File: src/rtl/mem_stage_pkg.sv
// Shared definitions for the memory-access stage: access FSM encoding,
// ALU flag bit positions, the write-back record and an alignment helper.
package mem_stage_pkg;

    typedef enum logic [1:0] {
        ST_IDLE   = 2'd0,
        ST_ACCESS = 2'd1,
        ST_DONE   = 2'd2
    } mem_state_e;

    localparam int FLAG_O = 3;
    localparam int FLAG_S = 2;
    localparam int FLAG_C = 1;
    localparam int FLAG_Z = 0;

    // Everything the write-back stage consumes, held as one register.
    typedef struct packed {
        logic        valid;
        logic [31:0] mxpc;
        logic [31:0] dm_q;
        logic [31:0] alu;
        logic [1:0]  s_mxrb;
        logic [2:0]  w_rf;
        logic        w_rb;
        logic [3:0]  flags;
    } wb_rec_t;

    // Word accesses require the two low address bits to be zero.
    function automatic logic word_aligned(input logic [31:0] addr);
        return (addr[1:0] == 2'b00);
    endfunction

endpackage

File: src/rtl/dm_handshake.sv
// Data-memory access sequencer: issues one request per memory instruction,
// waits for dm_ack with a timeout, captures load data and raises a sticky
// bus error on timeout or misaligned address.
module dm_handshake
    import mem_stage_pkg::*;
#(
    parameter int TIMEOUT = 255
) (
    input  logic        clk,
    input  logic        rst_n,
    input  logic        mem_op,
    input  logic        is_store,
    input  logic [31:0] addr,
    input  logic [31:0] wdata,
    input  logic        dm_ack,
    input  logic [31:0] dm_rdata,
    output logic        dm_req,
    output logic        dm_we,
    output logic [31:0] dm_addr,
    output logic [31:0] dm_wdata,
    output mem_state_e  state,
    output logic        busy,
    output logic [31:0] cap_data,
    output logic        bus_err
);

    // Counter only needs to reach TIMEOUT-1; the TIMEOUT-th cycle aborts.
    localparam int CW = (TIMEOUT < 2) ? 1 : $clog2(TIMEOUT);
    localparam logic [CW-1:0] CNT_ZERO = {CW{1'b0}};
    localparam logic [CW-1:0] CNT_ONE  = CW'(1);
    localparam logic [CW-1:0] CNT_LAST = CW'(TIMEOUT - 1);

    mem_state_e    state_r;
    mem_state_e    state_nxt_s;
    logic [CW-1:0] cnt_r;
    logic [CW-1:0] cnt_nxt_s;
    logic          dm_req_r;
    logic          dm_we_r;
    logic [31:0]   dm_addr_r;
    logic [31:0]   dm_wdata_r;
    logic [31:0]   cap_data_r;
    logic          bus_err_r;
    logic          issue_s;
    logic          ack_s;
    logic          tmo_s;
    logic          misalign_s;

    // Next-state and event decode; an ack in the final cycle beats the timeout.
    always_comb begin
        state_nxt_s = state_r;
        cnt_nxt_s   = cnt_r;
        issue_s     = 1'b0;
        ack_s       = 1'b0;
        tmo_s       = 1'b0;
        misalign_s  = 1'b0;
        case (state_r)
            ST_IDLE: begin
                cnt_nxt_s = CNT_ZERO;
                if (mem_op) begin
                    if (word_aligned(addr)) begin
                        issue_s     = 1'b1;
                        state_nxt_s = ST_ACCESS;
                    end else begin
                        misalign_s  = 1'b1;
                        state_nxt_s = ST_DONE;
                    end
                end else begin
                    state_nxt_s = ST_IDLE;
                end
            end
            ST_ACCESS: begin
                if (dm_ack) begin
                    ack_s       = 1'b1;
                    cnt_nxt_s   = CNT_ZERO;
                    state_nxt_s = ST_DONE;
                end else if (cnt_r == CNT_LAST) begin
                    tmo_s       = 1'b1;
                    cnt_nxt_s   = CNT_ZERO;
                    state_nxt_s = ST_DONE;
                end else begin
                    cnt_nxt_s   = cnt_r + CNT_ONE;
                end
            end
            ST_DONE: begin
                state_nxt_s = ST_IDLE;
            end
            default: begin
                state_nxt_s = ST_IDLE;
                cnt_nxt_s   = CNT_ZERO;
            end
        endcase
    end

    // Access state, timeout counter, memory interface and captured data.
    always_ff @(posedge clk or negedge rst_n) begin
        if (!rst_n) begin
            state_r    <= ST_IDLE;
            cnt_r      <= CNT_ZERO;
            dm_req_r   <= 1'b0;
            dm_we_r    <= 1'b0;
            dm_addr_r  <= 32'h0000_0000;
            dm_wdata_r <= 32'h0000_0000;
            cap_data_r <= 32'h0000_0000;
            bus_err_r  <= 1'b0;
        end else begin
            state_r <= state_nxt_s;
            cnt_r   <= cnt_nxt_s;
            if (issue_s) begin
                dm_req_r   <= 1'b1;
                dm_we_r    <= is_store;
                dm_addr_r  <= addr;
                dm_wdata_r <= wdata;
            end else if (ack_s || tmo_s) begin
                dm_req_r <= 1'b0;
                dm_we_r  <= 1'b0;
            end
            if (ack_s) begin
                cap_data_r <= dm_we_r ? 32'h0000_0000 : dm_rdata;
            end else if (tmo_s || misalign_s) begin
                cap_data_r <= 32'h0000_0000;
            end
            if (tmo_s || misalign_s) begin
                bus_err_r <= 1'b1;
            end
        end
    end

    assign busy     = ((state_r == ST_IDLE) && mem_op) || (state_r == ST_ACCESS);
    assign state    = state_r;
    assign dm_req   = dm_req_r;
    assign dm_we    = dm_we_r;
    assign dm_addr  = dm_addr_r;
    assign dm_wdata = dm_wdata_r;
    assign cap_data = cap_data_r;
    assign bus_err  = bus_err_r;

endmodule

File: src/rtl/mem_stage.sv
// Memory-access stage: runs loads/stores through dm_handshake, stalls EX
// while an access is outstanding and holds the write-back pipeline register.
module mem_stage
    import mem_stage_pkg::*;
#(
    parameter int TIMEOUT = 255
) (
    input  logic        CLK,
    input  logic        RST_N,
    input  logic        ex_valid,
    input  logic [31:0] ex_alu_result,
    input  logic [31:0] ex_store_data,
    input  logic [31:0] ex_mxpc_out,
    input  logic [1:0]  ex_uc_S_MXRB,
    input  logic [2:0]  ex_uc_W_RF,
    input  logic        ex_uc_W_RB,
    input  logic        ex_uc_R_DM,
    input  logic        ex_uc_W_DM,
    input  logic [3:0]  ex_alu_flags,
    output logic        stall,
    output logic        dm_req,
    output logic        dm_we,
    output logic [31:0] dm_addr,
    output logic [31:0] dm_wdata,
    input  logic        dm_ack,
    input  logic [31:0] dm_rdata,
    output logic        wb_valid,
    output logic [31:0] wb_mxpc_out,
    output logic [31:0] wb_dm_Q,
    output logic [31:0] wb_alu_result,
    output logic [1:0]  wb_uc_S_MXRB,
    output logic [2:0]  wb_uc_W_RF,
    output logic        wb_uc_W_RB,
    output logic        wb_alu_O,
    output logic        wb_alu_S,
    output logic        wb_alu_C,
    output logic        wb_alu_Z,
    output logic        bus_err
);

    mem_state_e  state_s;
    logic        mem_op_s;
    logic        busy_s;
    logic [31:0] cap_data_s;
    logic        wb_load_s;
    logic        wb_cap_s;
    wb_rec_t     wb_r;

    // A load with the store bit also set is handled as a store.
    assign mem_op_s = ex_valid && (ex_uc_R_DM || ex_uc_W_DM);

    dm_handshake #(
        .TIMEOUT (TIMEOUT)
    ) u_dm_handshake (
        .clk      (CLK),
        .rst_n    (RST_N),
        .mem_op   (mem_op_s),
        .is_store (ex_uc_W_DM),
        .addr     (ex_alu_result),
        .wdata    (ex_store_data),
        .dm_ack   (dm_ack),
        .dm_rdata (dm_rdata),
        .dm_req   (dm_req),
        .dm_we    (dm_we),
        .dm_addr  (dm_addr),
        .dm_wdata (dm_wdata),
        .state    (state_s),
        .busy     (busy_s),
        .cap_data (cap_data_s),
        .bus_err  (bus_err)
    );

    // Stall is combinational so EX holds in the very cycle a memory op appears.
    assign stall = RST_N && busy_s;

    // Decide when the WB register takes a real instruction.
    always_comb begin
        wb_load_s = 1'b0;
        wb_cap_s  = 1'b0;
        case (state_s)
            ST_IDLE: begin
                if (ex_valid && !mem_op_s) begin
                    wb_load_s = 1'b1;
                end else begin
                    wb_load_s = 1'b0;
                end
            end
            ST_DONE: begin
                wb_load_s = 1'b1;
                wb_cap_s  = 1'b1;
            end
            ST_ACCESS: begin
                wb_load_s = 1'b0;
            end
            default: begin
                wb_load_s = 1'b0;
            end
        endcase
    end

    // Write-back register; bubbles also kill both write enables.
    always_ff @(posedge CLK or negedge RST_N) begin
        if (!RST_N) begin
            wb_r <= '0;
        end else if (wb_load_s) begin
            wb_r.valid  <= 1'b1;
            wb_r.mxpc   <= ex_mxpc_out;
            wb_r.alu    <= ex_alu_result;
            wb_r.s_mxrb <= ex_uc_S_MXRB;
            wb_r.w_rf   <= ex_uc_W_RF;
            wb_r.w_rb   <= ex_uc_W_RB;
            wb_r.flags  <= ex_alu_flags;
            if (wb_cap_s) begin
                wb_r.dm_q <= cap_data_s;
            end
        end else begin
            wb_r.valid <= 1'b0;
            wb_r.w_rf  <= 3'b000;
            wb_r.w_rb  <= 1'b0;
        end
    end

    assign wb_valid      = wb_r.valid;
    assign wb_mxpc_out   = wb_r.mxpc;
    assign wb_dm_Q       = wb_r.dm_q;
    assign wb_alu_result = wb_r.alu;
    assign wb_uc_S_MXRB  = wb_r.s_mxrb;
    assign wb_uc_W_RF    = wb_r.w_rf;
    assign wb_uc_W_RB    = wb_r.w_rb;
    assign wb_alu_O      = wb_r.flags[FLAG_O];
    assign wb_alu_S      = wb_r.flags[FLAG_S];
    assign wb_alu_C      = wb_r.flags[FLAG_C];
    assign wb_alu_Z      = wb_r.flags[FLAG_Z];

endmodule

File: config.mk
export PLATFORM = sky130hd
export DESIGN_NAME = mem_stage
export DESIGN_NICKNAME = d
export VERILOG_FILES = /design/src/rtl/mem_stage_pkg.sv /design/src/rtl/dm_handshake.sv /design/src/rtl/mem_stage.sv
export SDC_FILE = /design/constraint.sdc
export NUM_CORES = 1
export LEC_CHECK = 0
export CAP_MARGIN = 10
export CORE_MARGIN = 3
export CORE_UTILIZATION = 45
export DETAILED_ROUTE_END_ITERATION = 8
export PLACE_DENSITY = 0.82
export SLEW_MARGIN = 20
export SYNTH_ARGS = -nofsm -noshare
export SYNTH_HDL_FRONTEND = slang
export SYNTH_SLANG_ARGS = --single-unit
File: constraint.sdc
create_clock -name CLK -period 3.75 [get_ports CLK]
set_input_delay 0.9375 -clock CLK [delete_from_list [all_inputs] [get_ports CLK]]
set_output_delay 0.9375 -clock CLK [all_outputs]
set_load 0.01 [all_outputs]
======== Yosys cells after proc, flatten, opt, wreduce, memory -nomap -nowiden ========
Cells that the tools add are included.
storage, ports and cells
  register bits after elaboration ......... 216
  output and inout port bits .............. 175
  logic and storage cells ................. 65
operators by class
  add/sub/neg operators ................... 1
  equality and inequality tests ........... 4
  muxes and demuxes ....................... 30
  reduce and logical (&&, ||, !) cells .... 14
operators with widths
  operator                                             count
  two-way mux 32 bit                                   3
  two-way mux 1 bit                                    17
  two-way mux 8 bit                                    2
  one-hot mux 8 bit (2 select lines)                   1
  adder 8 x 1 -> 8 bit, second input constant          1
  equality test 8 bit, second input constant           1
  two-way mux 2 bit                                    4
  logical AND 1 bit                                    4
  logical NOT 2 bit                                    2
  logical OR 1 bit                                     4
  two-way mux 4 bit                                    1
  one-hot mux 2 bit (2 select lines)                   1
  nonzero test 2 bit                                   2
  != test 3 x 2 -> 1 bit, second input constant        1
  equality test 2 x 1 -> 1 bit, second input constant  1
  equality test 2 bit, second input constant           1
  one-hot mux 1 bit (2 select lines)                   1
  AND reduction 2 bit                                  1
  logical NOT 1 bit                                    1

======== Longest topological paths before layout ========
  word-level depth ........................ 7
  mapped depth ............................ 7
  depth with buffers taken out ............ 6

======== By module ========
A second synthesis with hierarchy kept.
unflattened totals
  cells, all modules ...................... 510
  area total of the unflattened synthesis .. 8,454.4 sq um
by module, submodules not included
  module        instances  cells each  area each (sq um)
  dm_handshake  1          280         4,299.1
  mem_stage     1          230         4,155.2

======== Worst setup path before layout ========
No wires, ideal clock.
  path kind ............................... input -> output
  start point ............................. in ex_uc_R_DM
  end point ............................... out stall
  arrival ................................. 1.447 ns
  data required time ...................... 2.812 ns
  path slack .............................. 1.365 ns
  stages .................................. 3
  buffers on the path ..................... 0
  cell sequence ........................... o21a_1 -> nor2_1 -> nor3b_1
on the way
  word-level cells in the longest chain between the ends .. 5
ends and longest elaborated chain
  element             RTL line             text
  start: declaration  mem_stage.sv:17      input logic ex_uc_R_DM,
  logical OR 1 bit    mem_stage.sv:50      assign mem_op_s = ex_valid && (ex_uc_R_DM || ex_uc_W_DM);
  logical AND 1 bit   mem_stage.sv:50
  logical AND 1 bit   dm_handshake.sv:128  assign busy = ((state_r == ST_IDLE) && mem_op) || (state_r == ST_ACCESS);
  logical OR 1 bit    dm_handshake.sv:128
  logical AND 1 bit   mem_stage.sv:74      assign stall = RST_N && busy_s;
  end: declaration    mem_stage.sv:20      output logic stall,
Every way passes these cells.

======== Final worst setup path ========
  start point ............................. in ex_valid
  end point ............................... out stall
on the way
  word-level cells in the longest chain between the ends .. 4
ends and longest elaborated chain
  element             RTL line             text
  start: declaration  mem_stage.sv:10      input logic ex_valid,
  logical AND 1 bit   mem_stage.sv:50
  logical AND 1 bit   dm_handshake.sv:128
  logical OR 1 bit    dm_handshake.sv:128
  logical AND 1 bit   mem_stage.sv:74
Every way passes these cells.

==> run summary <==
Synth Area per Inst: 14.39 µm²
Final Hold Fails: 0
Sw frac: 0.2661
Startpoint Class: primary input
Complex-gate fraction of the synthesized area: 0.05167
Sw power: 2.036 mW
Max incr delay on CP: 0.56 ns
Critical path class: primary input to output pin
MaxCap Viol Count: 0
Worst endpoint required time: 2.81 ns
Tmin final: 3.414 ns
WL per Instance: 19.56 µm
Multi-input logic area: 2684 µm²
Seq cells post-synth: 216
GRT Total Usage: 0.2172
Die Height: 141.5 µm
Post-synthesis mux area share: 0.1964
Final Max Tran Viols: 0
Worst-Skew Late Latency: 0.50 ns
Final setup violation count: 0
DP Wirelength: 15.35 mm
Actual slew at the worst max-slew pin: 0.9492 ns
Cell Chain, Critical Path: clkdlybuf4s50_1 -> o21a_1 -> nor2_1 -> nor3b_1 -> clkdlybuf4s50_1
Status: finished, final reports clean
TritonCTS clock tree: built
Synth top area cells: dfrtp_1, mux2_2, mux2_4, nand2_1, a22o_1
Yosys warns: 0
Clk slew on worst S/H paths: 0.06 ns
Cell taking the most area after synthesis: dfrtp_1
Largest net degree at the start of global routing: 142
CTS max path bufs: 3
Mapped Area: 8258 µm²
Num CTS Buffers: 23
First-pass GRT wire length: 34.64 mm
Ant diodes: 0
Area Growth Syn to Fin: 50.29%
Vias in the first global route: 6245
Hold buffers post-CTS: 0
Dpl cells: 1093
Post-cts sizing count: 0
Worst VDD drop: 0.0004548 V
Non-Filler Instances: 1134
Setup WS post-layout: 0.3360 ns
Clock share of power: 0.292
Post-route DRC: 0
Synth Instances: 574
Most frequent cells in the layout: clkdlybuf4s50_1, dfrtp_1, nand2_1
Initial antenna violation count: 0
# port buffers: 318
Die Width: 141.5 µm
Via count: 5759
Syn Nets: 720
Post-Synth Adder-Cell Area: 0.003030
Final WL: 22.18 mm
Synth Area in Simple Gates: 0.07000
Filler cell count: 1258
Sequential power share: 0.411
Tcrit/Tclk final: 0.9104
Top cell type's share of synthesized area: 0.6545
Die footprint: 20010 µm²
Antenna-violating nets left: 0
RR Endpoint: u_dm_handshake.dm_addr[20]
Synth Area in XOR/XNOR: 0.001061
Core Region: 17660 µm²
Crit path DAT: 2.48 ns
WHS Endpoint: wb_dm_Q[15]
Leak pwr: 5.644 nW
Sequential element share of the synthesized area: 0.6545
Total power: 7.650 mW
Largest family of logic cells by synthesized area: multiplexers
Initial DRC Count: 228
Unique masters post-synth: 39
Layout cell share with drive strength beyond 1: 0.2002
Type of the worst min-delay path: flip-flop to flip-flop
Critical-path top delay cell: clkdlybuf4s50_1
Root Driver: clkbuf_16
# clock sinks: 216
Row count: 48
Final Wtd Congestion: 0.8110
I/O pin cnt: 319
Relative slew slack: 0.3672
Hold WS: 0.4626 ns
Dpl ws: 0.3392 ns
Pwr dens: 616.4 nW/µm²
CTS H-tree lvls: 1
Worst R2R Path Depth: 4
Combinational share of power: 0.297
Layout Skew: 0.01552 ns
Pre-Repair DR Iteration Count: 4
Hold Path Stages: 2
Setup_tns: 0 ns
Commonest non-fill, non-tap cell in the layout: clkdlybuf4s50_1
Critical Path End Type: output pin
EDFF count, synth: 0
R2R Setup Slk: 1.62 ns
Grt ovf: 0
Ys async rst share: 1.000
FF/Latch Area: 5405 µm²
Most used DFF post-synth: dfrtp_1
Vias per cell: 5.078
Hold_sp: u_dm_handshake.cap_data[15]
Postcts setup bufs: 0
Nets: 1039
Reg2reg start: u_dm_handshake.state[0]
Fmax: 292.9 MHz
RSZ-0062 raised after global routing: no
Most frequent CP cell: clkdlybuf4s50_1
Internal: 5.614 mW
Initial Util: 0.4677
Critical path peak fanout: 4
[metal layers]
metal | GRT usage | share of wire | up-vias
met4 | 0.08434 | 0.042 | 0
met2 | 0.3547 | 0.48 | 271
li1 | - | - | 2613
met1 | 0.2794 | 0.40 | 2818
met5 | 0 | 0 | -
met3 | 0.05696 | 0.079 | 57
[layout make-up]
cell class | count | area share
clock buffer | 36 | 0.05595
clock inverter | 5 | 0.004335
inverter | 4 | 0.001210
multi-input combinational | 323 | 0.2163
sequential | 216 | 0.4355
tap | 225 | 0.02268
timing repair buffer | 325 | 0.2640
[sequential cells by signal (all words and copies together), names as in the netlist, 2 cells and up]
signal                   cells
u_dm_handshake.cap_data     32
u_dm_handshake.cnt_r         8
u_dm_handshake.dm_addr      32
u_dm_handshake.dm_wdata     32
u_dm_handshake.state         2
wb_alu_result               32
wb_dm_Q                     32
wb_mxpc_out                 32
wb_uc_S_MXRB                 2
wb_uc_W_RF                   3
[critical path, delay by kind of cell]
family          cells  cell delay, ns
compound gates      1            0.24
buf+inv             2            1.05
simple gates        2            0.25
[power groups by stage]
stage                     Combinational, mW  Sequential [mW]  Clock (mW)
final                                  2.27             3.14        2.23
after detailed placement               2.30             3.18           0
after CTS                              2.31             3.15        2.28
after global routing                   2.42             3.21        2.38
after global placement                 2.26             3.15           0
after floorplan                       0.657             3.38           0
[worst max-delay path by stage]
stage / startpoint / endpoint / slack [ns]
final: ex_valid / stall / 0.34
after floorplan: ex_uc_R_DM / stall / 1.37
after detailed placement: ex_valid / stall / 0.34
after global routing: ex_uc_R_DM / stall / 0.24
after CTS: ex_valid / stall / 0.34
after global placement: ex_valid / stall / 0.37
[logic make-up (layout without fill, tap and decap cells)]
kind of cell	Yosys count	in the layout
and+or+nand+nor	135	135
adders and majority gates	2	2
xor gates and xnor gates	1	1
DFF	216	216
AOI/OAI and AO/OA	53	53
buffers and inverters	35	370
muxes	132	132
[synth_stat cells, drive strengths merged, types with 2 or more instances]
cell type and n:
a22o 33, and2 6, nand3 3, ha 2, a211o 2, inv 4, clkbuf 5, o21a 2
a21oi 4, dfrtp 216, nor2b 2, nand2 104, nor2 6, nor3b 2, buf 26, nor3 3
o21ai 4, mux2 132
[through the flow]
| step | area [µm²] | utilization |
|---|---|---|
| 6_report | 12410 | 0.7029 |
| 5_1_grt | 12410 | 0.7029 |
| 4_1_cts | 12410 | 0.7029 |
| 3_5_place_dp | 11660 | 0.6605 |
| 3_3_place_gp | 11660 | 0.6605 |
| 2_1_floorplan | 8258 | - |
Note: power is estimated with default switching activity, not from simulation.
